**src/rtl/icu_multiqueue_dispatcher.sv**
```systemverilog
// Instruction control unit front end: fetches words over a valid/ready
// handshake, decodes the unit nibble of the opcode and routes each unit
// instruction into one of NUM_QUEUES issue FIFOs. Supports NOP-with-repeat,
// HALT with drain detection and a sticky illegal-opcode flag.
//
// Handshakes: a transfer happens on a rising clk edge when valid && ready are
// both high in the preceding cycle. Valid never depends on ready on the
// producer side; q_instr/q_valid are registered and held while stalled.
module icu_multiqueue_dispatcher #(
  parameter int INSTR_WIDTH          = 32,
  parameter int INSTR_MEM_ADDR_WIDTH = 10,
  parameter int NUM_QUEUES           = 4,
  parameter int QUEUE_DEPTH          = 4,
  parameter int NOP_CNT_WIDTH        = 16
) (
  input  logic                                clk,
  input  logic                                rst,
  input  logic                                start,
  input  logic [INSTR_MEM_ADDR_WIDTH-1:0]     start_addr,
  output logic [INSTR_MEM_ADDR_WIDTH-1:0]     instr_address,
  input  logic                                instr_valid,
  output logic                                instr_ready,
  input  logic [INSTR_WIDTH-1:0]              instr_in,
  output logic [NUM_QUEUES-1:0]               q_valid,
  input  logic [NUM_QUEUES-1:0]               q_ready,
  output logic [NUM_QUEUES*INSTR_WIDTH-1:0]   q_instr,
  output logic                                busy,
  output logic                                done,
  output logic                                err_illegal
);

  localparam int AW    = INSTR_MEM_ADDR_WIDTH;
  localparam int PTR_W = $clog2(QUEUE_DEPTH);
  localparam int CNT_W = PTR_W + 1;

  typedef enum logic [1:0] {
    S_IDLE   = 2'd0,
    S_RUN    = 2'd1,
    S_NOP    = 2'd2,
    S_HALTED = 2'd3
  } state_t;

  state_t                   state_q, state_d;
  logic [AW-1:0]            pc_q;
  logic [NOP_CNT_WIDTH-1:0] nop_cnt_q;
  logic                     err_q;

  // Decode fields
  logic [7:0]               op;
  logic [3:0]               unit_f;
  logic [3:0]               q_sel;
  logic [NOP_CNT_WIDTH-1:0] nop_n;
  logic                     is_nop, is_halt, is_unit, is_illegal;
  logic                     sel_full;
  logic                     hs;

  // Per-queue FIFO state
  logic [INSTR_WIDTH-1:0] mem    [NUM_QUEUES][QUEUE_DEPTH];
  logic [PTR_W-1:0]       wr_ptr [NUM_QUEUES];
  logic [PTR_W-1:0]       rd_ptr [NUM_QUEUES];
  logic [CNT_W-1:0]       count  [NUM_QUEUES];
  logic [NUM_QUEUES-1:0]  full;
  logic [NUM_QUEUES-1:0]  push;
  logic [NUM_QUEUES-1:0]  pop;

  assign op         = instr_in[31:24];
  assign unit_f     = op[7:4];
  assign q_sel      = unit_f - 4'd1;
  assign nop_n      = instr_in[NOP_CNT_WIDTH-1:0];
  assign is_nop     = (op == 8'h00);
  assign is_halt    = (op == 8'h0F);
  assign is_unit    = (unit_f != 4'd0) && (unit_f <= 4'(NUM_QUEUES));
  assign is_illegal = !is_nop && !is_halt && !is_unit;
  assign hs         = instr_valid && instr_ready;

  // Full flag of the queue the current word is addressed to
  always_comb begin
    sel_full = 1'b0;
    for (int k = 0; k < NUM_QUEUES; k++) begin
      if (q_sel == 4'(k)) sel_full = full[k];
    end
  end

  // Fetch ready: only unit words can be blocked, and only by their own queue
  always_comb begin
    instr_ready = 1'b0;
    if (state_q == S_RUN) instr_ready = is_unit ? !sel_full : 1'b1;
  end

  // Push strobes: the accepted unit word goes to exactly one queue
  always_comb begin
    push = '0;
    for (int k = 0; k < NUM_QUEUES; k++) begin
      push[k] = hs && is_unit && (q_sel == 4'(k));
    end
  end

  // Next-state logic
  always_comb begin
    state_d = state_q;
    case (state_q)
      S_IDLE:   if (start) state_d = S_RUN;
      S_RUN: begin
        if (hs) begin
          if (is_halt)                                  state_d = S_HALTED;
          else if (is_nop && (nop_n != '0))             state_d = S_NOP;
        end
      end
      S_NOP:    if (nop_cnt_q == '0) state_d = S_RUN;
      S_HALTED: if (start) state_d = S_RUN;
      default:  state_d = S_IDLE;
    endcase
  end

  // State register, program counter, NOP counter and sticky error flag
  always_ff @(posedge clk or posedge rst) begin
    if (rst) begin
      state_q   <= S_IDLE;
      pc_q      <= '0;
      nop_cnt_q <= '0;
      err_q     <= 1'b0;
    end else begin
      state_q <= state_d;
      case (state_q)
        S_IDLE, S_HALTED: begin
          if (start) begin
            pc_q  <= start_addr;
            err_q <= 1'b0;
          end
        end
        S_RUN: begin
          if (hs) begin
            pc_q <= pc_q + AW'(1);
            if (is_nop && (nop_n != '0)) nop_cnt_q <= nop_n - NOP_CNT_WIDTH'(1);
            if (is_illegal) err_q <= 1'b1;
          end
        end
        S_NOP: begin
          if (nop_cnt_q != '0) nop_cnt_q <= nop_cnt_q - NOP_CNT_WIDTH'(1);
        end
        default: ;
      endcase
    end
  end

  // FIFO pointers and occupancy; reset empties every queue at once
  always_ff @(posedge clk or posedge rst) begin
    if (rst) begin
      for (int k = 0; k < NUM_QUEUES; k++) begin
        wr_ptr[k] <= '0;
        rd_ptr[k] <= '0;
        count[k]  <= '0;
      end
    end else begin
      for (int k = 0; k < NUM_QUEUES; k++) begin
        if (push[k]) wr_ptr[k] <= wr_ptr[k] + PTR_W'(1);
        if (pop[k])  rd_ptr[k] <= rd_ptr[k] + PTR_W'(1);
        if (push[k] && !pop[k])      count[k] <= count[k] + CNT_W'(1);
        else if (!push[k] && pop[k]) count[k] <= count[k] - CNT_W'(1);
      end
    end
  end

  // FIFO storage; contents need no reset because occupancy gates visibility
  always_ff @(posedge clk) begin
    for (int k = 0; k < NUM_QUEUES; k++) begin
      if (push[k]) mem[k][wr_ptr[k]] <= instr_in;
    end
  end

  for (genvar g = 0; g < NUM_QUEUES; g++) begin : g_queue
    assign q_valid[g] = (count[g] != '0);
    assign full[g]    = (count[g] == CNT_W'(QUEUE_DEPTH));
    assign pop[g]     = q_valid[g] && q_ready[g];
    assign q_instr[g*INSTR_WIDTH +: INSTR_WIDTH] = mem[g][rd_ptr[g]];
  end

  assign instr_address = pc_q;
  assign busy          = (state_q == S_RUN) || (state_q == S_NOP);
  assign done          = (state_q == S_HALTED) && (q_valid == '0);
  assign err_illegal   = err_q;

endmodule
```
**config.mk**
```make
export PLATFORM = sky130hd
export DESIGN_NAME = icu_multiqueue_dispatcher
export DESIGN_NICKNAME = d
export VERILOG_FILES = /design/src/rtl/icu_multiqueue_dispatcher.sv
export SDC_FILE = /design/constraint.sdc
export NUM_CORES = 1
export LEC_CHECK = 0
export BUFFER_PORTS_ARGS = -buffer_cell sky130_fd_sc_hd__clkbuf_2
export CORE_UTILIZATION = 39
export DETAILED_ROUTE_END_ITERATION = 7
export SETUP_SLACK_MARGIN = 0.2
export SLEW_MARGIN = 20
export SYNTH_ARGS = -nofsm -noshare
export SYNTH_HDL_FRONTEND = slang
export SYNTH_SLANG_ARGS = --single-unit
```
**constraint.sdc**
```tcl
create_clock -name clk -period 5.8 [get_ports clk]
set_input_delay 0.58 -clock clk [delete_from_list [all_inputs] [get_ports clk]]
set_output_delay 0.58 -clock clk [all_outputs]
set_load 0.01 [all_outputs]
```
==> impl_metrics.ini <==
[sta]
clock.fmax_ghz = 0.270
fin_worst_skew_ps = 15.8
final_hold_viol_count = 0
tns_ps = 0
finalSetupViolCount = 0
max_slew_margin = 0.297
period_minus_slack_ps = 3710
period_share = 0.639
rsz0062_at_grt = false
final_max_slew_viol_count = 0
worst_pin_slew_ps = 1050

[critical_path]
worstPathArrival_ps = 4240
worstSetupPathType = reg -> reg
cpMostUsedCell = inv_1
crit_required_ps = 6330
critPathSlowestCell = ha_2
startpoint_type = flop
path_max_fanout = 54
slowest_delay_ps = 830
worstPathCellList = inv_1, ha_2, inv_1, o32a_1, a21oi_1, nand2_1, o211ai_1
critPathCaptureType = flop

[route]
drt_iter0_drc = 943
routed_via_density = 5.44
wl_per_cell_um = 23.9
vias = 11700
drt_pre_antenna_iters = 5
wirelength_um = 51500
ant_nets = 0
drc = 0

[clock_tree]
cts_num_sinks = 569
cts_hold_buf = 0
cts_setup_buffers = 0
cts_buffer_depth = 3
numCtsBuffers = 57
cts_tree = yes
clk_pin_slew_ps = 60
post_cts_resized = 0
clock_latency_ps = 620
htreeDepth = 2
root_buffer = clkbuf_16

[logic_synthesis]
synth-edff-count = 512
synth_top_flop_cell = edfxtp_1
synth_cells = 1143
synth_cell_types = 72
ys_async_sr_fraction = 0.100
seq_area_frac_synth = 0.742
post_synth.cell_area_avg_sq_um = 19.8
yosys_warnings = 0
synth_nets = 1222
netlist_area_sq_um = 22600
ys_ff_latch = 569

[finish]
drive_gt1_frac = 0.326
syn_to_final_growth_pct = 16.0
finish.instance_area_sq_um = 26300
nNetsFinal = 1432
diodes = 0

[placement]
dpl_cell_area_sq_um = 24500
port_buffers = 195
place.gp.congestion = 0.872
dp_hpwl_um = 31500

[floorplan]
fp.dieW_um = 243
core_sq_um = 56900
boundaryPins = 196
rows = 87
die_y_um = 243
die-area_sq_um = 59000
start_util = 0.398

[global_route]
gr-total-overflow = 0
antenna_found_initial = 1
grt_pass1_wl_um = 76900
grt_usage = 0.175
grt_pass1_vias = 11900
grt_start_max_net_pins = 58

[hold_path]
hp-class = in -> async

[flow_run]
maxCapViolations = 0

[power_and_ir_drop]
powerDensity_nw_per_um2 = 447
p_leak_nw = 8.83
ir_worst_vdd_uv = 253

[run_status]
outcome = finished clean
[registers in the layout, indices dropped and copies added (netlist names)]
| signal | flops |
|---|---|
| err_illegal | 1 |
| rd_ptr | 8 |
| count | 12 |
| instr_address | 10 |
| mem | 512 |
| wr_ptr | 8 |
| state_q | 2 |
| nop_cnt_q | 16 |
[where the power goes]
part / switching [mW] / leakage, nW / internal, mW
clock network: 1.54 / 0.891 / 2.03
logic: 1.57 / 2.67 / 1.43
registers: 0.465 / 5.27 / 4.72
total: 3.57 / 8.83 / 8.18
[worst max-delay path, delay by kind of cell (launching register included)]
| kind | cells | cell delay [ps] |
|---|---|---|
| compound gates | 3 | 1390 |
| fa+ha+maj | 1 | 830 |
| buf+inv | 2 | 620 |
| flops | 1 | 420 |
| simple gates | 1 | 360 |
[path summary, 6_finish.rpt]
check	from	to	cells after the start	slack [ps]
worst min-delay path	rst	count[7]	3	190
max in group asynchronous	rst	rd_ptr[0]	3	5020
worst max-delay path	state_q[0]	nop_cnt_q[14]	7	2090
worst min register to register	count[5]	count[5]	1	480
worst max register to register	state_q[0]	nop_cnt_q[14]	7	2090
min in group clk	q_ready[3]	rd_ptr[1]	3	250
[final cells by class]
class / count / area [sq um]
clock buffer: 72 / 1510
multi-input combinational: 498 / 5570
fill: 4846 / 30700
timing repair buffer: 202 / 1030
clock inverter: 34 / 297
sequential: 569 / 16800
inverter: 25 / 93.8
tap: 756 / 946
[logic make-up after synthesis]
| logic type | after synthesis | synth area share |
|---|---|---|
| and+or+nand+nor | 178 | 0.0444 |
| adders and majority gates | 29 | 0.0173 |
| DFF | 569 | 0.742 |
| buffers and inverters | 76 | 0.0131 |
| muxes | 147 | 0.136 |
| AOI/OAI and AO/OA | 119 | 0.0373 |
| xor gates and xnor gates | 25 | 0.00967 |
[cells in the mapped netlist (6+ instances only)]
cell type	number	area share
dfrtp_1	57	0.063
a21oi_1	23	0.0051
nor2_1	32	0.0053
edfxtp_1	512	0.68
buf_1	13	0.0022
xor2_1	8	0.0031
nor4_1	9	0.0025
a31oi_1	8	0.0022
buf_2	6	0.0013
mux4_2	128	0.13
or3_1	9	0.0025
nand2_1	25	0.0041
xnor2_1	17	0.0066
inv_1	25	0.0041
nor3_1	20	0.0044
mux2_2	10	0.0050
nand3_1	9	0.0020
and2_1	25	0.0069
o21ai_0	13	0.0029
o31ai_1	8	0.0027
a211oi_1	10	0.0033
ha_1	25	0.014
mux2i_1	9	0.0040
clkbuf_1	31	0.0051
[metrics by stage]
stage | std cells | power (mW) | setup WS (ps) | hold WS, ps | util
3_5_place_dp | 2050 | 8.37 | 2200 | 472 | 0.429
5_1_grt | 2156 | 12.3 | 1910 | 246 | 0.461
4_1_cts | 2156 | 11.9 | 2250 | 208 | 0.461
3_3_place_gp | 2050 | 8.31 | 2320 | 466 | 0.429
2_1_floorplan | 1143 | 7.05 | 2330 | 447 | -
6_report | 2156 | 11.7 | 2090 | 186 | 0.461
[cell usage in the layout (no fill, tap or decap), types with 13 or more instances in the layout]
cell         n
nor2_1      32
a21oi_1     23
clkbuf_2   195
xnor2_1     17
dfrtp_1     49
and2_2      16
nor3_1      20
inv_1       24
ha_1        24
edfxtp_1   512
nand2_1     25
clkbuf_16   57
o21ai_0     13
mux4_2     128
[per-layer routing]
metal / part of all wire / GRT usage
met5: 0.00033 / 0
met3: 0.061 / 0.0359
met2: 0.49 / 0.286
met1: 0.43 / 0.241
met4: 0.018 / 0.0425
Note: power is estimated with default switching activity, not from simulation.
